<file path="config.mk">
export PLATFORM = sky130hd
export DESIGN_NAME = pipe_stage_reg
export DESIGN_NICKNAME = d
export VERILOG_FILES = /design/src/rtl/pipe_stage_reg.sv
export SDC_FILE = /design/constraint.sdc
export NUM_CORES = 1
export LEC_CHECK = 0
export ABC_AREA = 1
export CORE_ASPECT_RATIO = 1.5
export CORE_MARGIN = 5
export CORE_UTILIZATION = 35
export DETAILED_ROUTE_END_ITERATION = 10
export DONT_BUFFER_PORTS = 1
export PLACE_DENSITY = 0.58
export REMOVE_ABC_BUFFERS = 1
export SKIP_LAST_GASP = 1
export SLEW_MARGIN = 20
export SYNTH_ARGS = -nofsm -noshare
export SYNTH_HDL_FRONTEND = slang
export SYNTH_SLANG_ARGS = --single-unit
</file>
<file path="constraint.sdc">
create_clock -name clk -period 1.5 [get_ports clk]
set_input_delay 0.45 -clock clk [delete_from_list [all_inputs] [get_ports clk]]
set_output_delay 0.45 -clock clk [all_outputs]
set_load 0.02 [all_outputs]
</file>
<file path="src/rtl/pipe_stage_reg.sv">
`default_nettype none
// ============================================================================
// Module      : pipe_stage_reg
// Description : Two-entry registered pipeline stage (MAIN + SKID) with
//               flush, fully registered handshake outputs and saturating
//               stall/bubble performance counters.
// Revision    : 1.0 - initial release
// ============================================================================
module pipe_stage_reg #(
    parameter int WIDTH         = 32,
    parameter int CNT_W         = 16,
    parameter bit ZERO_ON_FLUSH = 1'b1
) (
    input  logic             clk,
    input  logic             rst,
    input  logic             flush,
    input  logic             in_valid,
    input  logic [WIDTH-1:0] in_data,
    output logic             in_ready,
    output logic             out_valid,
    output logic [WIDTH-1:0] out_data,
    input  logic             out_ready,
    output logic [1:0]       occupancy,
    output logic [CNT_W-1:0] stall_cnt,
    output logic [CNT_W-1:0] bubble_cnt
);

    localparam logic [1:0]       c_st_empty = 2'd0;
    localparam logic [1:0]       c_st_one   = 2'd1;
    localparam logic [1:0]       c_st_full  = 2'd2;
    localparam logic [CNT_W-1:0] c_cnt_max  = '1;
    localparam logic [CNT_W-1:0] c_cnt_one  = CNT_W'(1);

    logic [1:0]       r_state;
    logic             r_in_ready;
    logic             r_out_valid;
    logic [WIDTH-1:0] r_main;
    logic [WIDTH-1:0] r_skid;
    logic [CNT_W-1:0] r_stall_cnt;
    logic [CNT_W-1:0] r_bubble_cnt;

    logic [1:0]       w_state_nxt;
    logic             w_in_xfer;
    logic             w_out_xfer;
    logic             w_main_we;
    logic             w_main_from_skid;
    logic             w_skid_we;

    assign w_in_xfer  = in_valid & r_in_ready;
    assign w_out_xfer = r_out_valid & out_ready;

    always_comb begin
        w_state_nxt      = r_state;
        w_main_we        = 1'b0;
        w_main_from_skid = 1'b0;
        w_skid_we        = 1'b0;
        case (r_state)
            c_st_empty: begin
                if (w_in_xfer) begin
                    w_main_we   = 1'b1;
                    w_state_nxt = c_st_one;
                end
            end
            c_st_one: begin
                case ({w_in_xfer, w_out_xfer})
                    2'b10: begin
                        w_skid_we   = 1'b1;
                        w_state_nxt = c_st_full;
                    end
                    2'b01:   w_state_nxt = c_st_empty;
                    2'b11:   w_main_we   = 1'b1;
                    default: w_state_nxt = c_st_one;
                endcase
            end
            c_st_full: begin
                if (w_out_xfer) begin
                    w_main_we        = 1'b1;
                    w_main_from_skid = 1'b1;
                    w_state_nxt      = c_st_one;
                end
            end
            default: w_state_nxt = c_st_empty;
        endcase
        // Flush overrides any transfer; write enables are ignored below.
        if (flush) begin
            w_state_nxt = c_st_empty;
        end
    end

    // Handshake flags are registered from the next state so no input
    // reaches an output combinationally.
    always_ff @(posedge clk) begin
        if (rst) begin
            r_state     <= c_st_empty;
            r_in_ready  <= 1'b1;
            r_out_valid <= 1'b0;
            r_main      <= '0;
            r_skid      <= '0;
        end else begin
            r_state     <= w_state_nxt;
            r_in_ready  <= (w_state_nxt != c_st_full);
            r_out_valid <= (w_state_nxt != c_st_empty);
            if (flush) begin
                if (ZERO_ON_FLUSH) begin
                    r_main <= '0;
                    r_skid <= '0;
                end
            end else begin
                if (w_main_we) begin
                    r_main <= w_main_from_skid ? r_skid : in_data;
                end
                if (w_skid_we) begin
                    r_skid <= in_data;
                end
            end
        end
    end

    always_ff @(posedge clk) begin
        if (rst) begin
            r_stall_cnt  <= '0;
            r_bubble_cnt <= '0;
        end else begin
            if (r_out_valid && !out_ready && (r_stall_cnt != c_cnt_max)) begin
                r_stall_cnt <= r_stall_cnt + c_cnt_one;
            end
            if (out_ready && !r_out_valid && (r_bubble_cnt != c_cnt_max)) begin
                r_bubble_cnt <= r_bubble_cnt + c_cnt_one;
            end
        end
    end

    assign in_ready   = r_in_ready;
    assign out_valid  = r_out_valid;
    assign out_data   = r_main;
    assign occupancy  = r_state;
    assign stall_cnt  = r_stall_cnt;
    assign bubble_cnt = r_bubble_cnt;

endmodule
`default_nettype wire

</file>
# After elaboration in Yosys (flattened, before gate mapping)

Index checks and enable logic that the tools add are counted.

Register bits after elaboration: 100
Input port bits: 37
Output and inout port bits: 68
Word-level logic and storage cells: 41

Add/sub/neg operators: 2
Equality and inequality tests: 8
Multiplexer cells: 13
Bitwise operators: 2
Reduce and logical (&&, ||, !) cells: 9

Operators by type and width:

| cell                                                             | count |
|---|---|
| 16-bit by 1-bit adder with 16-bit output (second input constant) | 2 |
| 32-bit 2-to-1 mux                                                | 1 |
| 16-bit != test (second input constant)                           | 2 |
| 2-bit one-hot mux with 3 select lines                            | 2 |
| 2-bit == test (second input constant)                            | 3 |
| 1-bit 2-to-1 mux                                                 | 6 |
| 2-bit 2-to-1 mux                                                 | 3 |
| 2-bit by 1-bit == test with 1-bit output (second input constant) | 2 |
| 1-bit logical AND                                                | 4 |
| 1-bit one-hot mux with 3 select lines                            | 1 |
| 1-bit AND                                                        | 2 |
| 1-bit zero test                                                  | 2 |
| 2-bit zero test                                                  | 1 |
| 2-bit != test (second input constant)                            | 1 |
| 2-bit nonzero test                                               | 1 |
| 2-bit OR reduction                                               | 1 |

# Logic depth before layout (Yosys ltp)

Gate-level depths: netlist of the first run.

Depth after elaboration: 6
Gate-level depth with buffers: 9
Depth with buffers taken out: 9

# Least setup slack after synthesis of the first run

Ideal clock, no wire load.

Path kind: flip-flop to flip-flop
Start point: reg r_stall_cnt[0] (netlist: stall_cnt[0])
End point: reg r_stall_cnt[11] (netlist: stall_cnt[11])
Library setup time: 0.132 ns
Arrival: 1.508 ns
Data required time: 1.368 ns
Path slack: -0.141 ns
Stages on the path, launching flop included: 10
Buffers on the path: 1
Clock period less this slack: 1.641 ns
Cell sequence: dfxtp_1 > ha_1 > nand2_1 > nor2_2 > nand2_1 > nor2_2 > nor2_4 > buf_6 > nand2_1 > a21oi_1

Cells in the longest elaborated chain, start to end: 2
Elaborated cells between the ends (all ways): 3
Those cells by class: 1 x add/sub; 1 x eq/ne; 1 x reduce/logical

RTL lines:

| item                                                                             | line | source |
|---|---|---|
| start: declaration                                                               | 39   | `logic [CNT_W-1:0] r_stall_cnt;` |
| start signal: assignment                                                         | 125  | `r_stall_cnt <= r_stall_cnt + c_cnt_one;` |
| branches (longest 2 deep; another with 16-bit by 1-bit adder with 16-bit output) | n/a  |  |

Parallel ways; which one is timed is not known.
A chain may end at the register's enable or synchronous reset.

# Final worst setup path of the first run

Start point: reg r_stall_cnt[4] (netlist: stall_cnt[4])
End point: out stall_cnt[4]

RTL lines:

| item             | line | source |
|---|---|---|
| end: declaration | 24   | `output logic [CNT_W-1:0] stall_cnt,` |

No word-level cell between the ends.

==> results of run 1 <==
-- state kept, by name, indices dropped and copies added, names as in the netlist --
| register | cells |
|---|---|
| bubble_cnt | 16 |
| in_ready | 1 |
| occupancy | 2 |
| out_data | 32 |
| out_valid | 1 |
| r_skid | 32 |
| stall_cnt | 16 |
-- final cells by class --
| cell class | instances | area (sq um) |
|---|---|---|
| Clock inverter | 5 | 67.6 |
| Fill cell | 1273 | 6970 |
| Inverter | 29 | 109 |
| Multi-Input combinational cell | 472 | 2310 |
| Sequential cell | 100 | 2010 |
| Tap cell | 156 | 195 |
| Clock buffer | 11 | 243 |
| Timing Repair Buffer | 76 | 673 |
-- cells by family after synthesis --
group / after synthesis
AOI/OAI and AO/OA: 124
xor gates and xnor gates: 12
adders and majority gates: 2
buffers and inverters: 63
DFF: 100
and+or+nand+nor: 334
-- cell usage after synthesis (2+ instances only) --
cell type | number | share of area, %
nand4_1 | 12 | 1.7
nand2_2 | 2 | 0.28
a21oi_1 | 24 | 2.7
o21ai_0 | 60 | 6.7
nor2_4 | 2 | 0.50
nand3_1 | 53 | 5.9
buf_6 | 5 | 1.2
a31oi_1 | 32 | 4.4
nand2_1 | 142 | 12
clkbuf_1 | 14 | 1.2
nor3_1 | 2 | 0.22
buf_2 | 13 | 1.4
dfxtp_1 | 100 | 44
inv_1 | 25 | 2.1
ha_1 | 2 | 0.55
nor2_2 | 5 | 0.69
o21ai_1 | 6 | 0.67
nor2_1 | 113 | 9.4
inv_2 | 4 | 0.33
xnor2_1 | 5 | 0.97
nand2_4 | 2 | 0.50
xor2_1 | 7 | 1.4
-- per-layer routing --
layer	share of wire [%]	global-route usage, %	up-vias
li1	-	-	2207
met1	40	18.0	2016
met2	50	27.4	91
met3	8.3	6.46	13
met4	1.2	4.28	0
met5	0	0	-
-- worst paths after layout --
check                       to  cells past startpoint
setup reg to reg  out_data[30]                      7
setup / recovery  stall_cnt[4]                      2
hold reg to reg   out_data[16]                      2
hold / removal    stall_cnt[4]                      1
-- power breakdown --
group | internal, mW | switching [mW] | total, mW
registers | 2.72 | 0.0984 | 2.82
clock network | 1.37 | 1.05 | 2.42
logic | 0.140 | 0.224 | 0.365
-- cell usage in the layout (no fill, tap or decap), drive strengths merged --
master,netlist,layout
a31oi,32,32
o21ai,68,68
nor2,120,120
dfxtp,100,100
a21oi,24,24
bufinv,0,1
clkbuf,14,11
xnor2,5,5
buf,20,76
nor3,3,3
nand2,146,146
xor2,7,7
nand4,12,12
clkinv,0,2
ha,2,2
inv,29,31
nand3,53,53
-- what timing repair did --
item / CTS / global route
setup endpoints to repair: 18 / 59
buffers inserted: 0 / 4
gates cloned: 0 / 1
resized for setup: 2 / 28
pin swaps: 0 / 8
==> reports/results.txt, run 1 <==
nets: 727
CP max-delay cell: dfxtp_1
Worst Tran Pin Value: 0.374 ns
crit path from: stall_cnt[4]
Clock transition at path regs: 0.07 ns
Top Ports: 105
Global Route Usage Sum: 15.9%
Post-synth EDFFs: 0
post-synthesis sequential area ratio: 44.3%
Core Box Area: 12,600 sq um
Worst Skew: 0.00721 ns
Sink Count: 100
WHS: 0.171 ns
YS warnings: 0
worst rel slew slack: 75.0%
RSZ-0062 raised after global routing: yes
mux cell area share after synthesis: 0%
Worst Path Class, Setup: reg2out
residual DRC count: 0
cells after synthesis: 635
Largest stage delay, worst path: 0.37 ns
largest family of logic cells by synthesized area: simple AND/OR/NAND/NOR gates
worst skew pair latency: 0.33 ns
post-route cell area: 5600 sq um
Die Area: 15,300 sq um
vias per cell: 5.10
flip-flop and latch count after synthesis: 100
initial antenna violation count: 0
number of global-route vias before repair: 4,105
Max Root-Sink Buffers: 2
simple-gate share of the synthesized area: 31.3%
Post-Place Cells: 828
1st-pass router iterations: 4
first-pass GRT wire length: 19.7 mm
ANT cells: 0
async set or reset register ratio after synthesis: 0%
Synth Flop Type: dfxtp_1
Worst Path Required: 1.05 ns
vias: 4,327
r2r setup slk: 0.10 ns
Final min period: 1.42 ns
crit path capture type: output port
Synth Area in Compound Gates: 15.0%
dpl hpwl: 8.50 mm
setup slack at placement: -0.174 ns
CTS tree: yes
fin. max-slew vios: 0
Power, Total: 5.60 mW
Die Ht: 149 um
num rows: 50
syn_area_per_cell: 7.11 sq um
hold_buf cts: 0
fmax: 703 MHz
gpl congestion: 0.813
Port-buffer cells: 0
CTS Buf Count: 9
starting density of the core: 35.9%
Post-Synth Adder-Cell Area: 0.554%
final WL: 12.3 mm
routed len/inst: 14.5 um
CP bufs+invs: 2
setup ws final: 0.0766 ns
CP Data Arrival Time: 0.97 ns
worst-path cell chain: buf_4, buf_4
Synth Cell Area: 4510 sq um
htree depth: 3
hold wc startpoint: rst
Final Util: 44.6%
status: finished, final reports clean
Max-cap violations: 0
largest net degree at the start of global routing: 66
post-route insts no fill: 849
crit path max fanout: 3
Post-DP Area: 5150 sq um
final setup vio count: 0
Fin. Hold Viols: 0
Static Leak: 2.29 nW
Power Density: 1000 nW/um^2
GRT overflow: 0
Min-Delay Path Class: in2reg
Post-Synth XOR/XNOR Area: 2.33%
initial DRC count: 144
Startpoint Class: register
ANT nets after route: 0
final critical-path share of the clock period: 94.9%
Largest delay share family, worst path: flip-flops
Crit Reg-Reg Startpoint: out_valid
Max VDD drop: 0.457 mV
Die Wd: 103 um
final setup TNS: 0 ns
Layout area overhead: 24.1%
Synth cell types: 27
clock root buffer master: clkbuf_16
Most Frequent Cell on Critical Path: buf_4
layout cells sized above 1: 18.8%
(Power assumes the default switching activity.)
==> run 2: changes to the inputs <==
--- a/config.mk
+++ b/config.mk
@@ -7,10 +7,12 @@
 export LEC_CHECK = 0
 export ABC_AREA = 1
+export CELL_PAD_IN_SITES_DETAIL_PLACEMENT = 0
+export CELL_PAD_IN_SITES_GLOBAL_PLACEMENT = 2
 export CORE_ASPECT_RATIO = 1.5
 export CORE_MARGIN = 5
-export CORE_UTILIZATION = 35
+export CORE_UTILIZATION = 31
 export DETAILED_ROUTE_END_ITERATION = 10
 export DONT_BUFFER_PORTS = 1
-export PLACE_DENSITY = 0.58
+export PLACE_DENSITY = 0.82
 export REMOVE_ABC_BUFFERS = 1
 export SKIP_LAST_GASP = 1
==> constraint.sdc (replaced) <==
create_clock -name clk -period 1.5 [get_ports clk]
set_input_delay 0.45 -clock clk [delete_from_list [all_inputs] [get_ports clk]]
set_output_delay 0.45 -clock clk [all_outputs]
set_load 0.05 [all_outputs]
==> reports/results.txt, run 2 (synthesized netlist as in run 1, its figures left out) <==
status: finished, final reports clean
Startpoint Class: register
Fin. Hold Viols: 0 (unchanged)
ANT cells: 0 (unchanged)
Post-Place Cells: 882 (+6.5%)
GRT overflow: 0 (unchanged)
residual DRC count: 0 (unchanged)
uppermost layer routed: met4
Worst Skew: 0.0120 ns (+0.00481 ns)
Port-buffer cells: 0 (unchanged)
crit path capture type: output port
first-pass GRT wire length: 20.7 mm (+5.1%)
Most Frequent Cell on Critical Path: buf_4
largest net degree at the start of global routing: 41 (-38%)
initial DRC count: 170 (+18%)
CP max-delay cell: dfxtp_1
1st-pass router iterations: 4 (unchanged)
Max-cap violations: 0 (unchanged)
Worst Path Class, Setup: reg2out
Largest stage delay, worst path: 0.35 ns (-0.02 ns)
gpl congestion: 0.779 (-4.2%)
Largest delay share family, worst path: flip-flops
CP Data Arrival Time: 1.02 ns (+0.05 ns)
htree depth: 3 (unchanged)
worst skew pair latency: 0.34 ns (about the same)
most common cell after layout, fill and taps aside: nand2_1
Power Density: 1010 nW/um^2 (+1.0%)
most frequent cells in the layout: nand2_1 (139), nor2_1 (109), dfxtp_1 (89)
vias per cell: 4.86 (-4.6%)
Global Route Usage Sum: 15.0% (-0.91 points)
Max Root-Sink Buffers: 2 (unchanged)
number of global-route vias before repair: 4,171 (+1.6%)
RSZ-0062 raised after global routing: yes
Final min period: 1.47 ns (+0.0435 ns)
post-route insts no fill: 898 (+5.8%)
CTS tree: yes
Die Wd: 109 um (+5.6%)
setup slack at placement: -0.0336 ns (+0.140 ns)
Clock transition at path regs: 0.08 ns (about the same)
fmax: 682 MHz (-3.0%)
worst-path cell chain: buf_4, buf_4
final setup vio count: 0 (unchanged)
fin. max-slew vios: 0 (unchanged)
routed wl met3: 1.07 mm (+5.4%)
crit path max fanout: 4 (+1)
Sink Count: 100 (unchanged)
num rows: 54 (+8.0%)
starting density of the core: 31.2% (-4.7 points)
capturing point of the worst reg2reg path: stall_cnt[0]
CP bufs+invs: 2 (unchanged)
Static Leak: 2.34 nW (+2.1%)
Worst Path Required: 1.05 ns (about the same)
hold_buf cts: 0 (unchanged)
setup ws final: 0.0332 ns (-0.0435 ns)
nets: 736 (+1.2%)
WHS Endpoint: stall_cnt[14]
Worst Tran Pin Value: 0.557 ns (+0.183 ns)
Die Area: 17,100 sq um (+12%)
Die Ht: 158 um (+5.8%)
Crit Reg-Reg Startpoint: stall_cnt[1]
final critical-path share of the clock period: 97.8% (+2.9 points)
DR WL met2: 6.56 mm (+6.2%)
hold wc startpoint: rst
vias: 4,367 (+0.92%)
DRT met1 WL: 5.10 mm (+3.2%)
Core Box Area: 14,500 sq um (+15%)
layout cells sized above 1: 20.5% (+1.8 points)
routed len/inst: 14.3 um (-1.0%)
Worst R2R Path Depth: 10 (+3)
Top Ports: 105 (unchanged)
initial antenna violation count: 0 (unchanged)
Max VDD drop: 0.456 mV (-0.29%)
clock root buffer master: clkbuf_16
worst rel slew slack: 62.8% (-12 points)
ANT nets after route: 0 (unchanged)
CTS Buf Count: 9 (unchanged)
hold path depth: 1 (unchanged)
Layout area overhead: 26.6%
dpl hpwl: 9.21 mm (+8.3%)
r2r setup slk: 0.09 ns (about the same)
Min-Delay Path Class: in2reg
final WL: 12.9 mm (+4.7%)
-- run 2: cell types whose count changed in the layout (fill, tap and decap cells not counted), sizes merged --
cell / before / now
buf: 76 / 85
clkinvlp: 0 / 1
inv: 31 / 32
clkbuf: 11 / 9
-- run 2: worst max path at each step --
stage                     end      startpoint  depth (start not counted)  slack [ns]
2_1_floorplan     out_data[0]           flush                          3       -0.88
3_3_place_gp   bubble_cnt[13]   bubble_cnt[0]                          9        0.04
3_5_place_dp       r_skid[26]       out_ready                          6       -0.03
6_report         stall_cnt[4]    stall_cnt[4]                          2        0.03
4_1_cts        bubble_cnt[10]  bubble_cnt[10]                          2       0.003
5_1_grt        bubble_cnt[15]   bubble_cnt[0]                          8       -0.04
-- run 2: final cells by class --
cell class	count	area, sq um
fillers	1542	8740
multi-input cells	472	2280
flip-flops and latches	100	2020
repair buffers	85	746
well taps	196	245
clock buffers	9	225
inverters	29	109
clock inverters	7	93.8
-- run 2: timing repair --
action / in CTS / in global routing
setup buffers: 0 / 0
endpoints found under the setup margin: 6 / 84
gates resized for setup: 5 / 33
pin swaps: 0 / 4
-- run 2: metrics by stage --
stage | util (%) | hold slack (ns) | power (mW) | setup TNS, ns | area, sq um
after floorplan | - | 0.466 | 3.19 | -65.12 | 4330
after global placement | 36.5 | 0.481 | 3.35 | 0 | 5280
after detailed placement | 36.5 | 0.485 | 3.36 | -0.257 | 5280
after CTS | 38.8 | 0.151 | 5.85 | 0 | 5620
after global routing | 39.5 | 0.142 | 6.03 | -0.0743 | 5720
final | 39.5 | 0.161 | 5.77 | 0 | 5720
-- run 2: metal layers --
metal	track usage, %	vias up
met2	26.5	112
met3	5.51	7
met4	3.91	0
met1	17.0	2019
li1	-	2229
met5	0	-
-- run 2: power breakdown --
part           internal (mW)  switching [mW]  total [mW]
Sequential              2.72           0.170        2.89
Combinational          0.148           0.270       0.419
Clock                   1.34            1.12        2.46
Total                   4.21            1.56        5.77
